[config.mk]
export PLATFORM = sky130hd
export DESIGN_NAME = line_read_scheduler
export DESIGN_NICKNAME = d
export VERILOG_FILES = /design/src/rtl/line_read_scheduler.sv
export SDC_FILE = /design/constraint.sdc
export NUM_CORES = 1
export LEC_CHECK = 0
export CORE_ASPECT_RATIO = 0.9
export CORE_MARGIN = 1.5
export CORE_UTILIZATION = 40
export CTS_CLUSTER_DIAMETER = 50
export DETAILED_ROUTE_END_ITERATION = 8
export GPL_ROUTABILITY_DRIVEN = 0
export GPL_TIMING_DRIVEN = 0
export PLACE_DENSITY = 0.62
export SYNTH_ARGS = -nofsm -noshare
export SYNTH_HDL_FRONTEND = slang
export SYNTH_SLANG_ARGS = --single-unit
[constraint.sdc]
create_clock -name i_clk -period 2 [get_ports i_clk]
set_clock_uncertainty 0.1 [all_clocks]
set_input_delay 0.3 -clock i_clk [delete_from_list [all_inputs] [get_ports i_clk]]
set_output_delay 0.3 -clock i_clk [all_outputs]
set_load 0.05 [all_outputs]
[src/rtl/line_read_scheduler.sv]
// rtl/line_read_scheduler.sv - double-banked line RAM write/read address scheduler
module line_read_scheduler #(
  parameter int LINE_WORDS = 1280,
  parameter int ADDR_W     = 11,
  parameter int GAP_CYCLES = 16,
  parameter int RD_LATENCY = 1
) (
  input  logic              i_clk,
  input  logic              i_rst_n,
  input  logic              i_frame_start,
  input  logic              CAM_En,
  input  logic              i_rd_ready,
  output logic [ADDR_W:0]   WR_ADDR,
  output logic [ADDR_W:0]   RD_ADDR,
  output logic              o_rd_valid,
  output logic              o_line_start,
  output logic              o_line_done,
  output logic              o_overflow,
  output logic [1:0]        o_lines_ready
);

  localparam logic [ADDR_W-1:0] LAST_IDX = ADDR_W'(LINE_WORDS - 1);
  localparam int CNT_W = $clog2(GAP_CYCLES + RD_LATENCY + 1);

  typedef enum logic [2:0] {S_IDLE, S_START, S_READ, S_DRAIN, S_GAP} state_t;

  state_t                  state;
  logic [ADDR_W-1:0]       wr_idx;
  logic                    wr_bank;
  logic [ADDR_W-1:0]       rd_idx;
  logic                    rd_bank;
  logic [CNT_W-1:0]        cnt;
  logic [RD_LATENCY-1:0]   valid_pipe;
  logic [RD_LATENCY-1:0]   done_pipe;

  // Frame start makes this cycle behave as if the counters were already cleared
  logic [ADDR_W-1:0]       cur_wr_idx;
  logic                    cur_wr_bank;
  logic [1:0]              cur_lines;
  logic                    rd_issue;
  logic                    rd_last;
  logic                    wr_last;
  logic                    accept;
  logic [1:0]              lines_next;

  assign WR_ADDR    = {cur_wr_bank, cur_wr_idx};
  assign RD_ADDR    = {rd_bank, rd_idx};
  assign o_rd_valid = valid_pipe[RD_LATENCY-1];
  assign o_line_done = done_pipe[RD_LATENCY-1];

  // Decode this cycle's write completion, read issue and buffered-line update
  always_comb begin
    cur_wr_idx  = i_frame_start ? '0 : wr_idx;
    cur_wr_bank = i_frame_start ? 1'b0 : wr_bank;
    cur_lines   = i_frame_start ? 2'd0 : o_lines_ready;
    rd_issue    = (state == S_READ) && i_rd_ready && !i_frame_start;
    rd_last     = rd_issue && (rd_idx == LAST_IDX);
    wr_last     = CAM_En && (cur_wr_idx == LAST_IDX);
    // A full buffer only accepts a new line when a read is releasing a bank now
    accept      = wr_last && ((cur_lines != 2'd2) || rd_last);
    lines_next  = cur_lines;
    if (accept && !rd_last && cur_lines != 2'd2) begin
      lines_next = cur_lines + 2'd1;
    end else if (!accept && rd_last && cur_lines != 2'd0) begin
      lines_next = cur_lines - 2'd1;
    end
  end

  // Camera write index, write bank and sticky overflow
  always_ff @(posedge i_clk or negedge i_rst_n) begin
    if (!i_rst_n) begin
      wr_idx     <= '0;
      wr_bank    <= 1'b0;
      o_overflow <= 1'b0;
    end else begin
      if (CAM_En) begin
        wr_idx <= wr_last ? '0 : cur_wr_idx + ADDR_W'(1);
      end else begin
        wr_idx <= cur_wr_idx;
      end
      wr_bank    <= cur_wr_bank ^ accept;
      o_overflow <= (o_overflow && !i_frame_start) || (wr_last && !accept);
    end
  end

  // Count of complete, unread lines
  always_ff @(posedge i_clk or negedge i_rst_n) begin
    if (!i_rst_n) begin
      o_lines_ready <= 2'd0;
    end else begin
      o_lines_ready <= lines_next;
    end
  end

  // Read sequencer: start pulse, word issue, latency drain and blanking gap
  always_ff @(posedge i_clk or negedge i_rst_n) begin
    if (!i_rst_n) begin
      state        <= S_IDLE;
      rd_idx       <= '0;
      rd_bank      <= 1'b0;
      cnt          <= '0;
      o_line_start <= 1'b0;
    end else if (i_frame_start) begin
      state        <= S_IDLE;
      rd_idx       <= '0;
      rd_bank      <= 1'b0;
      cnt          <= '0;
      o_line_start <= 1'b0;
    end else begin
      case (state)
        S_IDLE: begin
          if (o_lines_ready != 2'd0) begin
            state        <= S_START;
            o_line_start <= 1'b1;
            rd_idx       <= '0;
          end
        end
        S_START: begin
          o_line_start <= 1'b0;
          state        <= S_READ;
        end
        S_READ: begin
          if (i_rd_ready) begin
            if (rd_idx == LAST_IDX) begin
              rd_idx  <= '0;
              rd_bank <= ~rd_bank;
              cnt     <= CNT_W'(RD_LATENCY - 1);
              state   <= S_DRAIN;
            end else begin
              rd_idx <= rd_idx + ADDR_W'(1);
            end
          end
        end
        S_DRAIN: begin
          if (cnt == '0) begin
            cnt   <= CNT_W'(GAP_CYCLES - 1);
            state <= S_GAP;
          end else begin
            cnt <= cnt - CNT_W'(1);
          end
        end
        S_GAP: begin
          if (cnt == '0) begin
            state <= S_IDLE;
          end else begin
            cnt <= cnt - CNT_W'(1);
          end
        end
        default: state <= S_IDLE;
      endcase
    end
  end

  // Delay issue and last-word flags to line up with RAM output data
  always_ff @(posedge i_clk or negedge i_rst_n) begin
    if (!i_rst_n) begin
      valid_pipe <= '0;
      done_pipe  <= '0;
    end else if (i_frame_start) begin
      valid_pipe <= '0;
      done_pipe  <= '0;
    end else begin
      valid_pipe[0] <= rd_issue;
      done_pipe[0]  <= rd_last;
      for (int i = 1; i < RD_LATENCY; i++) begin
        valid_pipe[i] <= valid_pipe[i-1];
        done_pipe[i]  <= done_pipe[i-1];
      end
    end
  end

endmodule

# Word-level counts from Yosys, hierarchy flattened
# Cells that the tools add are included.
# word_totals
output_inout_bits,30
elab_cells,96
reg_bits,38
input_bits,5
# classes
bitwise,2
muxes,34
eq_ne,13
reduce_logical,31
addsub,5
# op_table
op,n
two-way mux 11 bit,7
two-way mux 5 bit,5
adder 11 x 1 -> 11 bit (second input constant),2
== test 11 bit (second input constant),2
case mux 11 bit (2 select lines),1
two-way mux 3 bit,6
!= test 3 bit (second input constant),5
case mux 3 bit (5 select lines),1
case mux 5 bit (3 select lines),1
logical AND 1 bit,11
nonzero test 2 bit,5
two-way mux 1 bit,9
== test 3 x 2 -> 1 bit (second input constant),2
two-way mux 2 bit,3
AND reduction 3 bit,2
nonzero test 3 bit,2
zero test 5 bit,1
AND reduction 5 bit,1
subtractor 5 x 1 -> 5 bit (second input constant),1
AND reduction 4 bit,1
nonzero test 4 bit,1
== test 3 x 1 -> 1 bit (second input constant),1
== test 3 bit (second input constant),1
zero test 1 bit,3
10 further kinds,11

# Depth between registers and ports, before layout
# logic_depth
ltp_word,11
mapped_depth,10
depth_no_buf,9

# Worst setup path after synthesis
# No wires, ideal clock.
# synth_path
path_type,input to register
start,input i_frame_start
end,register o_lines_ready[0]
setup_time_ns,0.128
path_stages,9
path_slack_ns,-1.147
t_required_ns,1.772
n_path_buf,2
arrival_time_ns,2.919
cell_sequence,clkbuf_1 > nor2b_1 > ha_1 > nand3_1 > or4_4 > or4_1 > buf_2 > mux2i_1 > xor2_1
# synth_via
word_cells_on_any_way,21
classes_between,2 x add/sub; 2 x eq/ne; 4 x mux; 13 x reduce/logical
# synth_lines
item,line_no,source
from (decl),10,"input logic i_frame_start,"
two-way mux 11 bit (*),53,cur_wr_idx = i_frame_start ? '0 : wr_idx;
named net WR_ADDR[1],13,"output logic [ADDR_W:0] WR_ADDR,"
== test 11 bit (*),58,wr_last = CAM_En && (cur_wr_idx == LAST_IDX);
logical AND 1 bit (*),58,
logical AND 1 bit (*),60,accept = wr_last && ((cur_lines != 2'd2) || rd_last);
zero test 1 bit,64,end else if (!accept && rd_last && cur_lines != 2'd0) begin
logical AND 1 bit (2 in a row),64,
two-way mux 2 bit,64,
two-way mux 2 bit (*),62,if (accept && !rd_last && cur_lines != 2'd2) begin
named net lines_next[0],44,logic [1:0] lines_next;
to (signal assigned),91,o_lines_ready <= lines_next;
to (decl),19,output logic [1:0] o_lines_ready
# The timed path passes the listed nets; every way through them passes the cells marked *.
# A chain may end at the register's enable or synchronous reset.

# Final worst setup path
# layout_path
start,register wr_idx[1]
end,register o_lines_ready[0]
# layout_via
elab_chain_len,9
word_cells_on_any_way,11
classes_between,1 x eq/ne; 3 x mux; 7 x reduce/logical
# layout_lines
item,line_no,source
from (decl),28,logic [ADDR_W-1:0] wr_idx;
from (signal assigned),77,wr_idx <= wr_last ? '0 : cur_wr_idx + ADDR_W'(1);
from (signal assigned),79,wr_idx <= cur_wr_idx;
two-way mux 11 bit (*),53,
== test 11 bit (*),58,
logical AND 1 bit (*),58,
logical AND 1 bit (*),60,
zero test 1 bit,64,
logical AND 1 bit (2 in a row),64,
two-way mux 2 bit,64,
two-way mux 2 bit (*),62,
named net lines_next[0],44,
# Marked as above.

==> results_dict.tcl <==
set metrics [dict create \
    start_util 0.420 \
    dp_hpwl_um 3300 \
    cts_root_buffer "clkbuf_8" \
    final_cell_mix "nor2_1 (31), dfrtp_1 (29), buf_4 (21)" \
    gr-usage-met3 0.0497 \
    dieArea_sq_mm 0.00562 \
    h-tree-depth 2 \
    synthXorXnorAreaFrac 0.0804 \
    wirelength_um 5190 \
    antenna_found_initial 0 \
    synth_top_family_by_area "simple AND/OR/NAND/NOR gates" \
    cts_sinks 38 \
    hold_viol 0 \
    violations "negative setup slack" \
    syn_area_sq_mm 0.00207 \
    placed_cells 322 \
    die_h_um 71.3 \
    synth_ff_type "dfrtp_1" \
    grt_use_met2 0.285 \
    wl_per_cell_um 14.8 \
    detail-route-antenna-nets 0 \
    grt_setup_unrepaired "yes" \
    vdd_drop_max_v 0.000315 \
    utilization 0.619 \
    core_area_sq_mm 0.00492 \
    place.port_buffers 34 \
    place_area_sq_mm 0.00261 \
    fin_cells 351 \
    clock_path_buffers 2 \
    crit_required_ns 2.08 \
    crit_type "register to register" \
    critPathMostFrequentCell "or4_4" \
    die_w_um 78.8 \
    synthTopCellsByArea "dfrtp_1 (46%), nor2_1 (5.6%), xor2_1 (4.2%)" \
    grt_pass1_wl_um 8420 \
    first_iter_violations 83 \
    timing.final.crit_share 1.17 \
    worstSetupStartpointType "register" \
    synthMuxAreaShare 0.00483 \
    fin_ws_ns -0.341 \
    synth_area_leader_cell "dfrtp_1" \
    syn_avg_cell_area_sq_um 9.33 \
    synthArstFlopShare 1.00 \
    slew_violations 0 \
    fin_crit_ns 2.34 \
    dr.pass1.iters 4 \
    synth_compound_area_frac 0.115 \
    worst_pin_slew_ns 0.561 \
    clock_latency_ns 0.30 \
    worst_path_max_delay_cell "or4_4" \
    ys_types 44 \
    end_kind "register" \
    path_delay_family "simple AND/OR/NAND/NOR gates" \
    cap_violations 0 \
    top_usage_layer "met2" \
    setup_viol_count_final 16 \
    yosysWarnings 0 \
    synthAdderAreaFrac 0.0302 \
    hold_class "input port to asynchronous set/reset pin" \
    crit_fanout 6 \
    nets 295 \
    area_growth_syn_to_layout_pct 47.2 \
    yosys.area_share.simple 0.266 \
    grt_max_degree 34 \
    hold_ws_ns 0.270 \
    crit_cells 7 \
    cts_tree "built" \
    antennaDiodeCount 0 \
    powerDensity_mw_per_mm2 480 \
    clk_pin_slew_ns 0.09 \
    cp.arrival_ns 2.42 \
    cts_made_buffers 5 \
    fin_area_sq_mm 0.00305 \
    ys_ff_latch 38 \
    max_freq_ghz 0.427 \
    drc 0 \
    path_cells "nor2b_4 -> ha_4 -> nand3_4 -> or4_4 -> or4_4 -> mux2i_1 -> xor2_1" \
    r2r_cells 7 \
    syn_inst 222 \
    crit_buf_inv 0 \
    use_met1 0.283 \
    rows 24 \
    drive_gt1_frac 0.315 \
    cpPeakStageDelay_ns 0.59 \
    grt_pass1_vias 1759 \
    overflow 0 \
    yosysTopAreaCellShare 0.459 \
    io_pins 35 \
    status "complete, but fails checks" \
    syn_nets 232 \
    leakage_nw 1.40 \
    drt-vias-per-instance 5.27 \
    layout_commonest_cell "nor2_1" \
    synth-edff-count 0 \
    grt_usage 0.192 \
    slew_headroom 0.626 \
    vias 1850 \
    ys_seq_area_frac 0.459 \
]
-- cell families (layout without fill, tap and decap cells) --
logic type,Yosys count,in the layout
AOI/OAI and AO/OA,33,33
muxes,1,1
xor gates and xnor gates,19,19
adders and majority gates,5,5
and+or+nand+nor,104,104
buffers and inverters,22,86
DFF,38,38
-- per-stage QoR --
stage               power, W  setup slack (ns)  TNS [ns]
finish               0.00146            -0.341     -2.21
global route         0.00152            -0.403     -3.32
CTS                  0.00146            -0.335     -2.32
detailed placement  0.000887             -1.44    -25.52
global placement    0.000883             -1.55    -47.00
floorplan           0.000838            -0.578     -4.40
-- flip-flops by register name, summed over array words and instances (netlist names) --
signal,count
rd_idx,11
wr_idx,11
cnt,5
state,3
o_lines_ready,2
o_line_done,1
o_line_start,1
o_overflow,1
o_rd_valid,1
rd_bank,1
wr_bank,1
-- routing by layer --
metal,vias to the layer above,part of all wire
li1,900,-
met1,909,0.49
met2,37,0.46
met3,4,0.036
met4,0,0.0085
met5,-,0
-- timing repair --
item | in CTS | in global routing
hold buffers | 1 | 0
pin swaps | 4 | 16
resized for setup | 40 | 33
endpoints found under the hold margin | 11 | 0
setup endpoints to repair | 37 | 31
setup buffers | 13 | 9
-- synth_stat cells, types with 3 or more instances --
cell and instances:
a211oi_1 3, a21o_1 3, a31oi_1 3, clkbuf_1 6, dfrtp_1 38, ha_1 5, inv_1 13, nand2_1 16
nand3_1 9, nand4_1 3, nor2_1 31, nor2b_1 12, nor3_1 13, o21ai_0 9, o41ai_1 3, xnor2_1 9
xor2_1 10
-- report_power, final --
part           total [W]  internal, W  leakage, nW  switching (W)
sequential      0.000775     0.000772        0.513     0.00000305
clock           0.000562     0.000277       0.0472       0.000285
combinational   0.000124    0.0000518        0.839      0.0000722
total            0.00146      0.00110         1.40       0.000360
-- layout make-up --
cell class / count / area [sq um]
Buffer: 7 / 58.8
Tap cell: 65 / 81.3
Inverter: 13 / 55.1
Sequential cell: 38 / 962
Fill cell: 459 / 1880
Multi-Input combinational cell: 162 / 1270
Timing Repair Buffer: 58 / 529
Clock inverter: 2 / 12.5
Clock buffer: 6 / 82.6
-- path summary, 6_finish.rpt --
kind	from	to	slack, ns
max	wr_idx[1]$_DFF_PN0_	o_lines_ready[0]$_DFF_PN0_	-0.34
min	i_rst_n	wr_idx[5]$_DFF_PN0_	0.27
max reg2reg	wr_idx[1]$_DFF_PN0_	o_lines_ready[0]$_DFF_PN0_	-0.34
min reg2reg	rd_idx[6]$_DFFE_PN0P_	rd_idx[6]$_DFFE_PN0P_	0.41
max in group asynchronous	i_rst_n	rd_idx[2]$_DFFE_PN0P_	1.08
min in group i_clk	CAM_En	wr_idx[0]$_DFF_PN0_	0.31
Power figures use the tool's default switching activity.
